[config.mk]
export PLATFORM = sky130hd
export DESIGN_NAME = temp_to_vtherm
export DESIGN_NICKNAME = d
export VERILOG_FILES = /design/src/rtl/temp_to_vtherm.sv
export SDC_FILE = /design/constraint.sdc
export NUM_CORES = 1
export LEC_CHECK = 0
export ABC_AREA = 0
export CORE_ASPECT_RATIO = 1.1
export CORE_MARGIN = 8
export CORE_UTILIZATION = 50
export CTS_BUF_LIST = sky130_fd_sc_hd__clkbuf_16
export CTS_CLUSTER_SIZE = 28
export DETAILED_ROUTE_END_ITERATION = 7
export PLACE_DENSITY_LB_ADDON = 0.25
export SLEW_MARGIN = 40
export SYNTH_ARGS = -nofsm -noshare
export SYNTH_HDL_FRONTEND = slang
export SYNTH_SLANG_ARGS = --single-unit
[constraint.sdc]
create_clock -name clk -period 9.9 [get_ports clk]
set_clock_uncertainty 0.15 [all_clocks]
set_input_delay 2.475 -clock clk [delete_from_list [all_inputs] [get_ports clk]]
set_output_delay 2.475 -clock clk [all_outputs]
set_load 0.02 [all_outputs]
[src/rtl/temp_to_vtherm.sv]
`default_nettype none
// ============================================================================
// Module   : temp_to_vtherm
// Purpose  : Inverse thermistor model. Takes a requested temperature (integer
//            degrees C) and returns the smallest 4-bit voltage code whose
//            table temperature is at or below the request. The result comes
//            from a 4-step successive-approximation search over a fixed
//            16-entry, strictly decreasing temperature ROM.
// Ports    : clk         - sole clock, rising edge
//            rst_n       - synchronous active-low reset
//            temp_therm  - requested temperature [TW-1:0], sampled on accept
//            in_valid    - request valid
//            in_ready    - block can accept a request (registered)
//            v_therm     - resulting voltage code [3:0] (registered)
//            exact       - table[v_therm] equals the request (registered)
//            sat         - request above table[0], code clamped to 0
//            out_valid   - result valid (registered)
//            out_ready   - consumer takes the result
// Revision : 1.0 - initial release
// ============================================================================
module temp_to_vtherm #(
    parameter int TW = 32
) (
    input  logic          clk,
    input  logic          rst_n,
    input  logic [TW-1:0] temp_therm,
    input  logic          in_valid,
    output logic          in_ready,
    output logic [3:0]    v_therm,
    output logic          exact,
    output logic          sat,
    output logic          out_valid,
    input  logic          out_ready
);

    // Hottest table entry; anything above it saturates to code 0.
    localparam logic [6:0] c_T_MAX = 7'd120;

    typedef enum logic [1:0] {
        S_IDLE   = 2'd0,
        S_SEARCH = 2'd1,
        S_FIX    = 2'd2,
        S_DONE   = 2'd3
    } state_t;

    // Forward model: voltage code -> temperature, strictly decreasing.
    function automatic logic [6:0] rom_temp(input logic [3:0] code);
        logic [6:0] t;
        case (code)
            4'd0:    t = 7'd120;
            4'd1:    t = 7'd100;
            4'd2:    t = 7'd88;
            4'd3:    t = 7'd79;
            4'd4:    t = 7'd72;
            4'd5:    t = 7'd66;
            4'd6:    t = 7'd60;
            4'd7:    t = 7'd55;
            4'd8:    t = 7'd50;
            4'd9:    t = 7'd45;
            4'd10:   t = 7'd40;
            4'd11:   t = 7'd35;
            4'd12:   t = 7'd29;
            4'd13:   t = 7'd22;
            4'd14:   t = 7'd13;
            default: t = 7'd0;
        endcase
        return t;
    endfunction

    state_t        r_state;
    logic [TW-1:0] r_temp;
    logic [3:0]    r_code;
    logic [1:0]    r_bit;
    logic          r_in_ready;
    logic          r_out_valid;
    logic [3:0]    r_v_therm;
    logic          r_exact;
    logic          r_sat;

    logic [3:0]    w_cand;
    logic          w_cand_gt;
    logic          w_code_gt;
    logic [3:0]    w_result;
    logic          w_result_eq;
    logic          w_sat;

    // The search converges on the largest code whose table entry is still
    // hotter than the request (or 0 if none is). The answer is then either
    // that code or the next one, which FIX decides with one more compare.
    always_comb begin
        w_cand      = r_code | (4'd1 << r_bit);
        w_cand_gt   = TW'(rom_temp(w_cand)) > r_temp;
        w_code_gt   = TW'(rom_temp(r_code)) > r_temp;
        // r_code is at most 14 when w_code_gt holds (table[15] is 0), so the
        // increment cannot wrap.
        w_result    = w_code_gt ? (r_code + 4'd1) : r_code;
        w_result_eq = TW'(rom_temp(w_result)) == r_temp;
        w_sat       = r_temp > TW'(c_T_MAX);
    end

    always_ff @(posedge clk) begin
        if (!rst_n) begin
            r_state     <= S_IDLE;
            r_temp      <= '0;
            r_code      <= 4'd0;
            r_bit       <= 2'd0;
            r_in_ready  <= 1'b1;
            r_out_valid <= 1'b0;
            r_v_therm   <= 4'd0;
            r_exact     <= 1'b0;
            r_sat       <= 1'b0;
        end else begin
            case (r_state)
                S_IDLE: begin
                    if (in_valid) begin
                        r_temp     <= temp_therm;
                        r_code     <= 4'd0;
                        r_bit      <= 2'd3;
                        r_in_ready <= 1'b0;
                        r_state    <= S_SEARCH;
                    end
                end
                S_SEARCH: begin
                    if (w_cand_gt) begin
                        r_code <= w_cand;
                    end
                    if (r_bit == 2'd0) begin
                        r_state <= S_FIX;
                    end else begin
                        r_bit <= r_bit - 2'd1;
                    end
                end
                S_FIX: begin
                    r_v_therm   <= w_result;
                    r_exact     <= w_result_eq;
                    r_sat       <= w_sat;
                    r_out_valid <= 1'b1;
                    r_state     <= S_DONE;
                end
                S_DONE: begin
                    // Result registers stay untouched until the next FIX.
                    if (out_ready) begin
                        r_out_valid <= 1'b0;
                        r_in_ready  <= 1'b1;
                        r_state     <= S_IDLE;
                    end
                end
                default: begin
                    r_state     <= S_IDLE;
                    r_in_ready  <= 1'b1;
                    r_out_valid <= 1'b0;
                end
            endcase
        end
    end

    assign in_ready  = r_in_ready;
    assign out_valid = r_out_valid;
    assign v_therm   = r_v_therm;
    assign exact     = r_exact;
    assign sat       = r_sat;

endmodule
`default_nettype wire
[Word level (Yosys, flattened, before mapping)]
Memory sizes are Yosys's and may differ from the RTL's. A register that Yosys moved wholly into a read port is not among the register bits.
Index checks and enable logic that the tools add are counted.
Word-level totals
  register bits: 48
  ROM bits: 336
  output and inout bits: 8
  word-level logic and storage cells: 57
  memories: 3
Cells by class
  add/sub/neg operators: 2
  $lt $le $gt $ge: 3
  equality and inequality tests: 9
  shift operators: 1
  multiplexer cells: 18
  bitwise operators: 1
  reduce and logical (&&, ||, !) cells: 11
Memory list
  (name not given): words 16, bits a word 7, rd ports 1, clocked after memory_dff 0, write ports 0, RTL line 49  | case (code)
  (name not given): words 16, bits a word 7, rd ports 1, clocked after memory_dff 1, write ports 0, RTL line 49
  (name not given): words 16, bits a word 7, rd ports 1, clocked after memory_dff 0, write ports 0, RTL line 49
Operators by type and width (number)
  7-bit by 32-bit > comparator with 1-bit output: 2
  7-bit by 32-bit == test with 1-bit output: 1
  32-bit by 7-bit > comparator with 1-bit output (second input constant): 1
  4-bit two-way mux: 5
  3-bit AND reduction: 4
  2-bit two-way mux: 5
  2-bit inequality test (second input constant): 5
  2-bit one-hot mux with 4 select lines: 1
  4-bit one-hot mux with 2 select lines: 1
  2-bit nonzero test: 3
  4-bit by 1-bit adder with 4-bit output (second input constant): 1
  2-bit == test (second input constant): 2
  2-bit zero test: 2
  4-bit bitwise OR: 1
  1-bit one-hot mux with 2 select lines: 2
  2-bit one-hot mux with 2 select lines: 1
  2-bit AND reduction: 2
  1-bit by 2-bit left shift with 4-bit output (first input constant): 1
  1-bit two-way mux: 3
  2-bit by 1-bit == test with 1-bit output (second input constant): 1
  2-bit by 1-bit subtractor with 2-bit output (second input constant): 1

[Logic depth before layout (Yosys ltp)]
An unclocked memory read counts as a cell.
  depth after elaboration: 8
  mapped depth: 22
  depth with buffers taken out: 22

[Worst setup path after synthesis]
OpenSTA, ideal clock, no wires.
  kind: input to register
  start point: input in_valid
  end point: register (tool-made name)
  library setup time: 122 ps
  arrival time: 4166 ps
  required time: 9628 ps
  setup slack: 5462 ps
  stages on the path: 10
  buffers on the path: 0
  cells stage by stage: inv_1 -> nand2_1 -> nand4_1 -> a21oi_1 -> a21oi_1 -> nor3_1 -> ha_1 -> inv_1 -> mux2_2 -> a221o_1
RTL lines
  start, declared: RTL line 27  | input logic in_valid,

==> impl_metrics.env <==
export IMPL_ctsHoldBuffers=0
export IMPL_ys_seq_area_frac=0.300
export IMPL_relSlewSlack=0.440
export IMPL_power_density_nw_per_um2=217
export IMPL_post_cts_setup_buffer_count=0
export IMPL_cts_root_buf="clkbuf_16"
export IMPL_grt_max_degree=46
export IMPL_cp_top_family="simple AND/OR/NAND/NOR gates"
export IMPL_crit_required_ns=9.92
export IMPL_synth_edf_count=0
export IMPL_slew_violations=0
export IMPL_final_area_sq_um=4260
export IMPL_path_class="in -> reg"
export IMPL_start_util=0.518
export IMPL_fin_setup_tns_ns=0
export IMPL_gp_congestion=0.926
export IMPL_finalCritPeriodShare=0.512
export IMPL_critPathBufInv=3
export IMPL_area_growth_pct=16.0
export IMPL_first_iter_violations=165
export IMPL_cts_sinks=55
export IMPL_rr_worst_depth=18
export IMPL_die_height_microns=106
export IMPL_period_needed_ns=5.07
export IMPL_start_kind="input pin"
export IMPL_cp_cell_sequence="clkdlybuf4s50_1 -> inv_1 -> nand2_1 -> nand4_1 -> a21oi_1 -> a21oi_1 -> nor3_1 -> inv_1 -> ha_1 -> nor2_1 -> nor3_1 -> a221o_1"
export IMPL_vdd_drop_max_v=0.000144
export IMPL_slowest_delay_ns=0.51
export IMPL_rsz0062_at_grt="no"
export IMPL_grt_pass1_wl_mm=15.0
export IMPL_drv_cap=0
export IMPL_vias_per_cell=5.74
export IMPL_worstPathArrival_ns=5.09
export IMPL_num_antenna_cells=0
export IMPL_syn_inst=474
export IMPL_endpoint_kind="flop"
export IMPL_synth_fa_ha_area_frac=0.140
export IMPL_synth_warnings=0
export IMPL_min_path_cells=2
export IMPL_cts_max_level=2
export IMPL_drc_errors=0
export IMPL_wl_per_cell_microns=15.2
export IMPL_synth_mux_area_frac=0.0252
export IMPL_synth_nets=551
export IMPL_clockBufferDepth=2
export IMPL_cts_resized=0
export IMPL_rows=32
export IMPL_numPortBuffers=43
export IMPL_finalHoldViolations=0
export IMPL_p_leak_nw=1.72
export IMPL_fmax_mhz=197
export IMPL_synth_ff_type="dfxtp_1"
export IMPL_path_max_fanout=5
export IMPL_dieArea_sq_um=10300
export IMPL_status="completed"
export IMPL_first_pass_iters=5
export IMPL_syn_area_per_cell_sq_um=7.74
export IMPL_hp_class="reg -> reg"
export IMPL_finalWirelength_mm=8.90
export IMPL_synth_xor_area_frac=0.0266
export IMPL_core_sq_um=7090
export IMPL_yosys_area_share_simple=0.226
export IMPL_pin_count=44
export IMPL_startpoint="in_valid"
export IMPL_drive_above_1_share=0.0539
export IMPL_rrSetupSlack_ns=5.05
export IMPL_cts_made_buffers=5
export IMPL_yosys_cell_types_count=59
export IMPL_slowest_stage="clkdlybuf4s50_1"
export IMPL_dp_hpwl_mm=6.75
export IMPL_overflow=0
export IMPL_synth_compound_area_frac=0.222
export IMPL_ys_ff_latch=55
export IMPL_async_flop_share=0
export IMPL_worst_path_stages=12
export IMPL_grt_pass1_vias=3209
export IMPL_cts_clk_slew_worst_paths_ns=0.06
export IMPL_place_area_sq_um=4120
export IMPL_ant_nets=0
export IMPL_synth_top_family_by_area="simple AND/OR/NAND/NOR gates"
export IMPL_antenna_found_initial=0
export IMPL_netlist_area_sq_um=3670
export IMPL_worst_slew_pin_transition_ns=0.841
export IMPL_nets=578
export IMPL_fp_dieW_microns=97.7
export IMPL_setup_violations=0
export IMPL_vias=3364
export IMPL_grtUsageTotal=0.173
export IMPL_clkLatencyLatePin_ns=0.28
export IMPL_reg2reg_from="r_code[0]$_SDFFE_PN0N_"
export IMPL_cts_tree="built"
[logic make-up after synthesis]
kind of cell,after synthesis
adder cells (fa/ha/maj),41
buffers and inverters,59
AO/OA/AOI/OAI,126
multiplexers,9
AND/OR/NAND/NOR,175
flip-flops,55
XOR/XNOR,9
[layout by cell type, fill, tap and decap left out, types with 4 or more instances in the layout]
cell type	Yosys	final
a211oi_1	10	10
a21oi_1	56	56
a31oi_1	5	5
clkbuf_16	0	5
clkdlybuf4s50_1	0	43
dfxtp_1	55	55
ha_1	41	41
inv_1	34	34
mux2i_1	7	7
nand2_1	88	87
nand2b_1	5	5
nand3_1	8	8
nand4_1	4	4
nor2_1	32	32
nor2b_1	4	4
nor3_1	11	11
o21a_1	4	4
o21ai_0	19	19
xnor2_1	8	8
[layer usage]
metal  global-route usage  routed length, microns  vias to the layer above
li1                     -                       -                     1703
met1                0.206                    3980                     1529
met2                0.292                    4190                      110
met3               0.0322                     428                       22
met4               0.0836                     299                        0
met5                    0                       0                        -
[worst min-delay path by stage]
stage / startpoint / to
6_report: r_temp[4]$_SDFFE_PN0P_ / r_temp[4]$_SDFFE_PN0P_
5_1_grt: r_temp[27]$_SDFFE_PN0P_ / r_temp[27]$_SDFFE_PN0P_
2_1_floorplan: r_temp[24]$_SDFFE_PN0P_ / r_temp[24]$_SDFFE_PN0P_
3_5_place_dp: r_temp[25]$_SDFFE_PN0P_ / r_temp[25]$_SDFFE_PN0P_
4_1_cts: r_temp[25]$_SDFFE_PN0P_ / r_temp[25]$_SDFFE_PN0P_
3_3_place_gp: r_temp[22]$_SDFFE_PN0P_ / r_temp[22]$_SDFFE_PN0P_
[synth_stat cells, types with 4 or more instances]
cell type	number	area share
a211oi_1	10	0.020
a31oi_1	5	0.0085
nor2_1	32	0.033
dfxtp_1	55	0.30
o21a_1	4	0.0082
nand4_1	4	0.0068
nand3_1	8	0.011
o21ai_0	19	0.026
ha_1	41	0.14
mux2i_1	7	0.019
xnor2_1	8	0.019
clkbuf_1	21	0.021
a21oi_1	56	0.076
nor2b_1	4	0.0068
nand2b_1	5	0.0085
inv_1	34	0.035
nand2_1	88	0.090
nor3_1	11	0.015
[worst reg2reg max path, delay by kind of cell (launching register included)]
family	cells	cell delay [ns]
flops	1	0.62
fa+ha+maj	3	0.91
mux	1	0.25
compound gates	8	1.74
simple gates	4	0.73
buf+inv	2	0.32
[layout make-up]
class | count | area (sq um)
Clock buffer | 5 | 125
Clock inverter | 2 | 8.76
Tap cell | 85 | 106
Fill cell | 664 | 2830
Inverter | 35 | 131
Timing Repair Buffer | 44 | 438
Multi-Input combinational cell | 360 | 2350
Sequential cell | 55 | 1100
[power by group]
group | switching, W | internal, W | leakage (nW)
Combinational | 0.000273 | 0.000190 | 1.20
Sequential | 0.0000352 | 0.000262 | 0.450
Clock | 0.0000731 | 0.0000911 | 0.0671
Total | 0.000381 | 0.000544 | 1.72
[metrics by stage]
| step | setup WS [ns] | hold slack (ns) | std cells | util | power, W |
|---|---|---|---|---|---|
| 2_1_floorplan | 5.46 | 0.286 | 474 | - | 0.000635 |
| 3_3_place_gp | 4.37 | 0.293 | 579 | 0.582 | 0.000748 |
| 3_5_place_dp | 4.59 | 0.297 | 579 | 0.582 | 0.000762 |
| 4_1_cts | 4.88 | 0.306 | 586 | 0.601 | 0.000927 |
| 5_1_grt | 4.60 | 0.327 | 586 | 0.601 | 0.00100 |
| 6_report | 4.83 | 0.306 | 586 | 0.601 | 0.000925 |
Note: power is estimated with default switching activity, not from simulation.
